## src/rtl/serial_word_collector.sv

```systemverilog
// Bit-serial to parallel collector. It assembles LSB-first frames into sign-extended words
// and pulses word_valid on the edge that completes a frame.
module serial_word_collector #(
    parameter  int WIDTH = 8,
    localparam int CW    = $clog2(WIDTH + 1)
) (
    input  logic             clk,
    input  logic             reset,
    input  logic             bit_in,
    input  logic             bit_valid,
    input  logic             sof,
    input  logic             eof,
    output logic [WIDTH-1:0] word_out,
    output logic             word_valid,
    output logic             overflow,
    output logic [CW-1:0]    bit_count,
    output logic             busy
);

    typedef enum logic {IDLE, COLLECT} state_t;

    state_t             state_q, state_d;
    logic [WIDTH-1:0]   sreg_q, sreg_d;
    logic [CW-1:0]      cnt_q, cnt_d;
    logic               sticky_q, sticky_d;
    logic [WIDTH-1:0]   word_q, word_d;
    logic               ovf_q, ovf_d;
    logic               wv_q, wv_d;
    logic               done;
    logic               msb;

    always_ff @(posedge clk or posedge reset) begin
        if (reset) begin
            state_q  <= IDLE;
            sreg_q   <= '0;
            cnt_q    <= '0;
            sticky_q <= 1'b0;
            word_q   <= '0;
            ovf_q    <= 1'b0;
            wv_q     <= 1'b0;
        end else begin
            state_q  <= state_d;
            sreg_q   <= sreg_d;
            cnt_q    <= cnt_d;
            sticky_q <= sticky_d;
            word_q   <= word_d;
            ovf_q    <= ovf_d;
            wv_q     <= wv_d;
        end
    end

    always_comb begin
        state_d  = state_q;
        sreg_d   = sreg_q;
        cnt_d    = cnt_q;
        sticky_d = sticky_q;
        word_d   = word_q;
        ovf_d    = ovf_q;
        wv_d     = 1'b0;
        done     = 1'b0;
        msb      = 1'b0;

        if (bit_valid) begin
            if (sof) begin
                // A sof always starts a fresh frame, discarding any partial one.
                sreg_d[0] = bit_in;
                cnt_d     = CW'(1);
                sticky_d  = 1'b0;
                state_d   = COLLECT;
                done      = eof;
            end else if (state_q == COLLECT) begin
                if (cnt_q == CW'(WIDTH)) begin
                    sticky_d = 1'b1;
                end else begin
                    for (int i = 0; i < WIDTH; i++) begin
                        if (CW'(i) == cnt_q) sreg_d[i] = bit_in;
                    end
                    cnt_d = cnt_q + CW'(1);
                end
                done = eof;
            end
        end

        if (done) begin
            // Result is built from the post-update storage so the eof bit is included.
            for (int j = 0; j < WIDTH; j++) begin
                if (CW'(j + 1) == cnt_d) msb = sreg_d[j];
            end
            for (int i = 0; i < WIDTH; i++) begin
                word_d[i] = (CW'(i) < cnt_d) ? sreg_d[i] : msb;
            end
            ovf_d   = sticky_d;
            wv_d    = 1'b1;
            state_d = IDLE;
        end
    end

    assign word_out   = word_q;
    assign word_valid = wv_q;
    assign overflow   = ovf_q;
    assign bit_count  = cnt_q;
    assign busy       = (state_q == COLLECT);

endmodule

```

## config.mk

```make
export PLATFORM = sky130hd
export DESIGN_NAME = serial_word_collector
export DESIGN_NICKNAME = d
export VERILOG_FILES = /design/src/rtl/serial_word_collector.sv
export SDC_FILE = /design/constraint.sdc
export NUM_CORES = 1
export LEC_CHECK = 0
export ABC_AREA = 1
export BUFFER_PORTS_ARGS = -buffer_cell sky130_fd_sc_hd__buf_2
export CORE_MARGIN = 2
export CORE_UTILIZATION = 30
export CTS_BUF_LIST = sky130_fd_sc_hd__clkbuf_16
export DETAILED_ROUTE_END_ITERATION = 8
export PLACE_DENSITY = 0.45
export SYNTH_ARGS = -nofsm -noshare
export SYNTH_HDL_FRONTEND = slang
export SYNTH_SLANG_ARGS = --single-unit
```

## constraint.sdc

```tcl
create_clock -name clk -period 3.35 [get_ports clk]
set_input_delay 0.5025 -clock clk [delete_from_list [all_inputs] [get_ports clk]]
set_output_delay 0.5025 -clock clk [all_outputs]
set_load 0.005 [all_outputs]
```

==> flow_summary_export.csv, run 1 <==
group,metric,value,unit
grt,met2_usage,21.8,%
drt,post_drt_wl_per_cell,12.8,um
drt,dr.pass1.iters,4,
worst_hold_path,min_path_type,"input pin to async pin",
worst_setup_path,worst_setup_path_start_kind,"register",
drt,routed_wl,3.56,mm
power,pwr_density_cell,733,nW/um2
synth,synth_top_cell_area_share,42.7,%
synth,ys_top_cells_by_area,"dfrtp_1, nand2_1, nand3_1",
power,switching_share,36.7,%
place,gp_congestion,0.873,
grt,grt_use_total,15.0,%
sta,min_period_over_period,67.0,%
power,p_int,780,uW
die,coreArea,4440,um2
cts,cts-resized-gates,0,
synth,synth-seq-cells,24,
final_layout,area_delta_synth_final,19.5,%
die,die_h,72.5,um
cts,clkLatencyLatePin,0.26,ns
sta,worstMarginPinSlew,0.918,ns
synth,syn-cell-area,1410,um2
drt,vias_per_cell,4.63,
power,ir_worst_vdd,0.260,mV
worst_setup_path,worst-setup-path-type,"register to register",
sta,rsz0062_at_grt,"false",
grt,grt_pass1_wl,6.10,mm
sta,max_freq,446,MHz
worst_setup_path,critical_path_arrival,2.39,ns
synth,yosys.area.top_type,"dfrtp_1",
cts,h-tree-depth,1,
cts,cts_buffer_depth,2,
worst_setup_path,path_max_fanout,8,
place,port_buffers,20,
power,power_frac_clock,28.2,%
final_layout,diodes,0,
final_layout,mostFrequentLayoutCell,"nand2_1",
place,dp_hpwl,2.73,mm
sta,hold_ws,0.436,ns
job,cap_violations,0,
cts,clockRootBuffer,"clkbuf_16",
cts,cts_tree,"done",
synth,syn_area_per_cell,6.97,um2
drt,route.detailed.drc,0,
grt,grt_pass1_vias,1217,
synth,yosysWarnings,0,
worst_setup_path,crit_start,"bit_count[0]$_DFF_PP0_",
synth,seq_area_frac_synth,42.7,%
final_layout,final_cell_mix,"nand2_1, inv_1, nand3_1, dfrtp_1, buf_2",
die,die_area,5260,um2
final_layout,drive_above_1_share,14.6,%
worst_setup_path,r2r_start,"bit_count[0]$_DFF_PP0_",
die,ioPinCount,21,
cts,clk_pin_slew_worst_paths,0.07,ns
final_layout,fin_nets,237,
grt,top_usage_layer,"met1",
cts,cts_setup_buffers,0,
sta,hold_viol,0,
drt,ant_nets,0,
sta,max_slew_margin,38.8,%
grt,antenna_found_initial,0,
power,finalPower,1.23,mW
sta,fin_crit,2.24,ns
cts,cts-buffers-inserted,3,
run_status,status,"finished, final reports clean",
grt,grt.met1_usage,23.2,%
worst_setup_path,crit_path_end_kind,"register",
synth,synthCells,202,
grt,grt_max_degree,25,
sta,maxSlewViolCount,0,
power,p_leak,0.935,nW
sta,setup_tns,0,ns
drt,vias,1288,
die,start_util,31.7,%
worst_setup_path,cp.required,3.50,ns
power,combPwrFrac,36.4,%
sta,setup_viol,0,
synth,yosysUniqueCellTypes,18,
die,rows,24,
cts,holdBufCountCts,0,
die,chipWidth,72.5,um
cts,clock-sinks,24,
synth,syn_nets,212,
power,power.switching,452,uW
grt,grt_util_met3,2.64,%
final_layout,fin_util,37.8,%
sta,skew,0.00191,ns
power,power_frac_seq,35.4,%
grt,overflow,0,
drt,drt_iter0_drc,77,
## power by group through the flow
stage	sequential, mW	clock (mW)	combinational (mW)
3_3_place_gp	0.445	0	0.458
4_1_cts	0.437	0.351	0.452
5_1_grt	0.453	0.367	0.522
6_report	0.436	0.347	0.449
3_5_place_dp	0.441	0	0.448
2_1_floorplan	0.439	0	0.297
## final timing paths
path | endpoint | slack [ns] | cells past startpoint
setup / recovery | word_out[6]$_DFFE_PP0P_ | 1.11 | 16
hold / removal | word_valid$_DFF_PP0_ | 0.44 | 2
setup reg to reg | word_out[6]$_DFFE_PP0P_ | 1.11 | 16
hold reg to reg | word_out[0]$_DFFE_PP0P_ | 0.48 | 2
max in group asynchronous | sreg_q[2]$_DFF_PP0_ | 2.35 | 2
min in group clk | word_out[0]$_DFFE_PP0P_ | 0.48 | 2
## routing by layer
layer	wire length (um)	up-vias
met5	0	-
met3	119	2
li1	-	687
met1	1880	575
met4	22	0
met2	1530	24
## final cells by class
| cell class | count | area (um2) |
|---|---|---|
| Clock inverter | 1 | 30.0 |
| Clock buffer | 3 | 75.1 |
| Fill cell | 484 | 2760 |
| Multi-Input combinational cell | 145 | 683 |
| Tap cell | 52 | 65.1 |
| Inverter | 32 | 120 |
| Sequential cell | 24 | 601 |
| Timing Repair Buffer | 21 | 108 |
## state kept, by name (all words and copies together), names as in the netlist
| name | count |
|---|---|
| sticky_q | 1 |
| word_valid | 1 |
| overflow | 1 |
| word_out | 8 |
| sreg_q | 8 |
| bit_count | 4 |
| busy | 1 |
## cell families (layout without fill, tap and decap cells)
| kind of cell | Yosys count | count (layout) | share of synthesized area [%] |
|---|---|---|---|
| AOI/OAI and AO/OA | 19 | 19 | 6.93 |
| adders and majority gates | 4 | 4 | 3.56 |
| buffers and inverters | 33 | 57 | 8.80 |
| DFF | 24 | 24 | 42.7 |
| and+or+nand+nor | 121 | 121 | 37.3 |
| muxes | 1 | 1 | 0.711 |
## Yosys cell counts
| master | n |
|---|---|
| nand2_1 | 65 |
| ha_1 | 4 |
| clkbuf_1 | 1 |
| nor3_1 | 2 |
| dfrtp_1 | 24 |
| nor2_4 | 1 |
| a21oi_1 | 13 |
| inv_1 | 29 |
| inv_2 | 2 |
| mux2i_1 | 1 |
| nand3b_1 | 1 |
| nor2_2 | 5 |
| nand4_1 | 6 |
| a21o_1 | 1 |
| clkinv_1 | 1 |
| nor2_1 | 17 |
| o21ai_0 | 5 |
| nand3_1 | 24 |
## stage by stage
stage	cell area [um2]	std cells	worst slack (ns)
CTS	1680	278	1.12
global route	1680	278	0.712
global placement	1580	274	1.08
detailed placement	1580	274	1.16
finish	1680	278	1.11
floorplan	1410	202	1.50
## critical path, cell delays in order, from the launching register on
cell     delay [ns]
dfrtp_1        0.45
inv_1          0.13
ha_1           0.29
nand2_1        0.08
nor2_1         0.04
nand2_1        0.13
nand2_1        0.08
nor2_2         0.30
nand2_1        0.09
nand2_1        0.06
nor2_1         0.04
nor2_1         0.09
nor2_1         0.05
nand2_1        0.11
nand3_1        0.08
nand2_1        0.06
nand2_1        0.06
(Power assumes the default switching activity.)
==> run 2, diff against run 1 <==
- clock period: 3.35 -> 2.25 ns (I/O delays scaled with it)
==> run 2 against run 1 <==
Effect of this change:
- critical path depth decreased by 6
- final cell count is 0.72% higher
- clock power is 9.5% higher
- largest cell class unchanged
- sequential cell count unchanged
- critical path type unchanged
- largest power group unchanged
- total power increased by 40%
- maximum frequency up 11%
- core utilization increased by 0.20 points
==> flow_summary_export.csv, run 2 (synthesized netlist as in run 1, its figures left out) <==
group,metric,value,unit
sta,max_slew_margin,78.4,%
grt,antenna_found_initial,0,
sta,max_freq,494,MHz
grt,grt_use_total,15.3,%
die,start_util,31.7,%
place,gp_congestion,0.887,
grt,grt.met1_usage,20.7,%
die,ioPinCount,21,
worst_setup_path,worstSetupPathDepth,10,
cts,clk_pin_slew_worst_paths,0.06,ns
cts,clockRootBuffer,"clkbuf_16",
die,chipWidth,72.5,um
worst_setup_path,cp.required,2.40,ns
sta,fin_crit,2.03,ns
sta,maxSlewViolCount,0,
worst_setup_path,cp-endpoint,"word_out[1]$_DFFE_PP0P_",
cts,cts_tree,"done",
cts,cts-buffers-inserted,3,
drt,dr.pass1.iters,5,
worst_hold_path,min_path_type,"input pin to async pin",
worst_setup_path,cpLargestDelayFamily,"simple AND/OR/NAND/NOR gates",
sta,fin_ws,0.224,ns
worst_setup_path,crit_buf_inv,1,
final_layout,diodes,0,
power,ir_worst_vdd,0.352,mV
power,finalPower,1.72,mW
sta,skew,0.00396,ns
worst_setup_path,worst-setup-path-type,"register to register",
worst_setup_path,r2r_cells,10,
grt,grt_util_met3,3.19,%
sta,worstMarginPinSlew,0.324,ns
place,place_ws,0.119,ns
drt,vias_per_cell,4.63,
sta,rsz0062_at_grt,"false",
grt,top_usage_layer,"met2",
die,coreArea,4440,um2
worst_setup_path,path_max_fanout,7,
final_layout,mostFrequentLayoutCell,"nand2_1",
power,pwr_density_cell,1020,nW/um2
grt,met2_usage,25.0,%
drt,vias,1296,
grt,grt_max_degree,25,
place,port_buffers,20,
final_layout,final_cell_mix,"nand2_1, inv_1, nand3_1",
worst_setup_path,cp_slowest_stage_delay,0.44,ns
worst_setup_path,critical_path_arrival,2.18,ns
die,die_h,72.5,um
drt,route.detailed.drc,0,
drt,routed_wl,3.54,mm
sta,hold_viol,0,
final_layout,fillers,489,
worst_setup_path,r2r_slack,0.22,ns
worst_setup_path,worst_setup_path_start_kind,"register",
final_layout,drive_above_1_share,17.5,%
drt,drt_iter0_drc,99,
cts,clkLatencyLatePin,0.26,ns
worst_setup_path,crit_start,"bit_count[1]$_DFF_PP0_",
drt,post_drt_wl_per_cell,12.6,um
drt,ant_nets,0,
power,p_leak,0.935,nW
worst_setup_path,crit_chain,"inv_1 -> ha_2 -> nand2_1 -> nor2_1 -> nand2_1 -> nand4_1 -> nand3_1 -> o21ai_0 -> a21oi_1 -> a21o_1",
die,die_area,5260,um2
worst_setup_path,regToRegEndpoint,"word_out[1]$_DFFE_PP0P_",
worst_setup_path,crit_path_end_kind,"register",
worst_setup_path,cp_common_cell,"nand2_1",
die,rows,24,
final_layout,fin_nets,240,
cts,h-tree-depth,1,
cts,clock-sinks,24,
grt,grt_pass1_wl,6.16,mm
job,cap_violations,0,
run_status,status,"finished, final reports clean",
sta,min_period_over_period,90.0,%
place,dp_hpwl,2.78,mm
grt,overflow,0,
worst_setup_path,cp_slowest_cell,"dfrtp_1",
sta,setup_viol,0,
grt,grt_pass1_vias,1334,
final_layout,multiInputGateArea,698,um2
sta,setup_tns,0,ns
final_layout,area_delta_synth_final,20.1,%
cts,cts_buffer_depth,2,
cts,holdBufCountCts,0,
worst_setup_path,r2r_start,"bit_count[1]$_DFF_PP0_",
final_layout,seqCellArea,602,um2
==> run 2: stage by stage <==
stage	util [%]	instances	hold WS (ns)	area [um2]
floorplan	-	202	0.352	1410
global placement	35.8	276	0.408	1590
detailed placement	35.8	276	0.406	1590
CTS	37.5	279	0.127	1670
global route	38.0	280	0.164	1690
finish	38.0	280	0.115	1690
==> run 2: power breakdown <==
part / leakage, nW / internal [mW] / switching (mW)
logic: 0.615 / 0.264 / 0.431
registers: 0.284 / 0.567 / 0.0808
clock network: 0.0370 / 0.235 / 0.145
==> run 2: area by class of cell <==
class	instances	area share (%)
well taps	52	3.85
repair buffers	24	7.70
inverters	32	7.11
multi-input cells	145	41.3
clock buffers	3	4.44
flip-flops and latches	24	35.6
==> run 2: repair_timing <==
action                                  CTS  global route
endpoints found under the setup margin    0             7
buffers inserted                          0             1
resized for setup                         0             6
==> run 2: layer usage <==
layer / wire length, um / part of all wire [%]
met3: 168 / 4.7
met1: 1720 / 49
met4: 35 / 0.99
met2: 1620 / 46
met5: 0 / 0
==> run 2: worst min path at each step <==
stage / slack (ns) / depth (start not counted) / endpoint / startpoint
finish: 0.11 / 3 / word_valid$_DFF_PP0_ / reset
global route: 0.16 / 3 / word_valid$_DFF_PP0_ / reset
CTS: 0.13 / 3 / overflow$_DFFE_PP0P_ / reset
detailed placement: 0.41 / 3 / overflow$_DFFE_PP0P_ / reset
global placement: 0.41 / 3 / overflow$_DFFE_PP0P_ / reset
floorplan: 0.35 / 1 / bit_count[0]$_DFF_PP0_ / reset
==> run 2: worst reg2reg max path: cells and delay by family, from the launching register on <==
kind            cells  cell delay, ns
compound gates      3            0.45
fa+ha+maj           1            0.22
buf+inv             1            0.11
flops               1            0.44
simple gates        5            0.71
==> run 3, diff against run 2 <==
- SETUP_SLACK_MARGIN: unset -> 0.5
==> run 3 against run 2 <==
Effect of this change:
- via count grew 8.9%
- register-to-register slack gained 0.11 ns
- count of clock-buffer cells in the layout did not move
- sequential share of layout area shrank 5.8 points
- critical path type unchanged
- critical endpoint is now word_out[6]$_DFFE_PP0P_
- largest cell class unchanged
- largest power group unchanged
==> flow_summary_export.csv, run 3 (synthesized netlist as in run 1, its figures left out) <==
group,metric,value,unit
sta,hold_viol,0,
sta,maxSlewViolCount,0,
power,pwr_density_cell,1040,nW/um2
power,finalPower,2.11,mW
place,gp_congestion,0.824,
grt,grt_max_degree,25,
die,start_util,31.7,%
drt,routed_wl,3.97,mm
cts,clkLatencyLatePin,0.27,ns
final_layout,fin_area,2030,um2
die,chipWidth,72.5,um
final_layout,final_cell_mix,"nand2_1, inv_1, buf_4",
drt,route.detailed.drc,0,
cts,clk_pin_slew_worst_paths,0.07,ns
place,port_buffers,20,
sta,min_period_over_period,85.3,%
die,rows,24,
worst_setup_path,worst-setup-path-type,"register to register",
worst_setup_path,cp.required,2.46,ns
cts,cts_tree,"done",
final_layout,multiInputGateArea,853,um2
final_layout,diodes,0,
worst_hold_path,min_path_type,"input pin to async pin",
sta,setup_tns,0,ns
worst_setup_path,critical_path_arrival,2.13,ns
worst_setup_path,path_max_fanout,6,
cts,cts_buffer_depth,2,
sta,max_slew_margin,78.0,%
sta,hold_ws,0.109,ns
place,dp_hpwl,2.78,mm
final_layout,fin_nets,259,
grt,grt_pass1_vias,1439,
final_layout,fillers,450,
die,die_area,5260,um2
final_layout,mostFrequentLayoutCell,"nand2_1",
drt,post_drt_wl_per_cell,13.2,um
grt,overflow,0,
job,cap_violations,0,
sta,skew,0.00759,ns
drt,vias,1411,
power,p_leak,1.06,nW
sta,worstMarginPinSlew,0.329,ns
drt,vias_per_cell,4.70,
grt,grt_use_total,17.3,%
final_layout,drive_above_1_share,37.9,%
sta,fin_crit,1.92,ns
final_layout,area_delta_synth_final,44.3,%
grt,antenna_found_initial,0,
cts,cts-buffers-inserted,3,
grt,grt_pass1_wl,6.93,mm
place,placed_area,1610,um2
cts,clock-sinks,24,
sta,setup_viol,0,
worst_setup_path,worst_setup_path_start_kind,"register",
sta,max_freq,521,MHz
cts,h-tree-depth,1,
drt,ant_nets,0,
run_status,status,"finished, final reports clean",
die,ioPinCount,21,
die,die_h,72.5,um
worst_setup_path,crit_path_end_kind,"register",
sta,rsz0062_at_grt,"true",
drt,dr.pass1.iters,4,
cts,clockRootBuffer,"clkbuf_16",
final_layout,seqCellArea,606,um2
drt,drt_iter0_drc,70,
die,coreArea,4440,um2
power,ir_worst_vdd,0.461,mV
-- run 3: cell type report --
| cell class | count | area share, % |
|---|---|---|
| timing repair buffer | 43 | 13.6 |
| tap | 52 | 3.20 |
| inverter | 32 | 6.16 |
| sequential | 24 | 29.8 |
| clock buffer | 3 | 3.70 |
| clock inverter | 1 | 1.48 |
| multi-input combinational | 145 | 42.0 |
-- run 3: final timing paths --
path | startpoint | endpoint | slack, ns | cells after the start
max | bit_count[0]$_DFF_PP0_ | word_out[6]$_DFFE_PP0P_ | 0.33 | 16
min | reset | word_out[2]$_DFFE_PP0P_ | 0.11 | 3
max reg2reg | bit_count[0]$_DFF_PP0_ | word_out[6]$_DFFE_PP0P_ | 0.33 | 16
min reg2reg | word_out[6]$_DFFE_PP0P_ | word_out[6]$_DFFE_PP0P_ | 0.47 | 2
max in group asynchronous | reset | bit_count[0]$_DFF_PP0_ | 1.88 | 3
min in group clk | bit_in | sreg_q[7]$_DFF_PP0_ | 0.43 | 3
-- run 3: per-stage QoR --
step | instances | worst slack [ns] | util, %
CTS | 294 | 0.391 | 42.7
floorplan | 202 | 0.505 | -
global placement | 276 | 0.173 | 36.2
detailed placement | 276 | 0.216 | 36.2
finish | 300 | 0.331 | 45.7
global route | 300 | 0.205 | 45.7
-- run 3: critical path, cell delays in order (launching register included) --
cell	delay (ns)
dfrtp_2	0.44
inv_4	0.06
ha_4	0.17
nand2_2	0.06
nor2_2	0.04
nand2_2	0.09
nand2_2	0.06
nor2_4	0.23
buf_6	0.14
nand3_2	0.06
nand2_1	0.08
nor2_1	0.04
nor2_1	0.12
nand2_2	0.09
nand3_2	0.07
nand2_2	0.05
nand2_1	0.06
-- run 3: what timing repair did --
| item | CTS | global route |
|---|---|---|
| gates cloned | 0 | 0 |
| hold buffers | 0 | 0 |
| buffers inserted | 14 | 6 |
| gates resized for setup | 22 | 27 |
| pin swaps | 16 | 13 |
| endpoints found under the setup margin | 8 | 8 |
-- run 3: power breakdown --
part	total [mW]	switching [mW]	internal, mW	leakage, nW
Clock	0.519	0.165	0.354	0.0511
Combinational	0.932	0.534	0.398	0.729
Sequential	0.654	0.0846	0.569	0.279
Total	2.11	0.783	1.32	1.06
-- run 3: metal layers --
metal | vias up | GRT usage [%] | wire (um)
met4 | 0 | 5.97 | 59
met1 | 653 | 23.4 | 2000
met2 | 17 | 28.1 | 1810
met3 | 5 | 2.64 | 104
met5 | - | 0 | 0
li1 | 736 | - | -
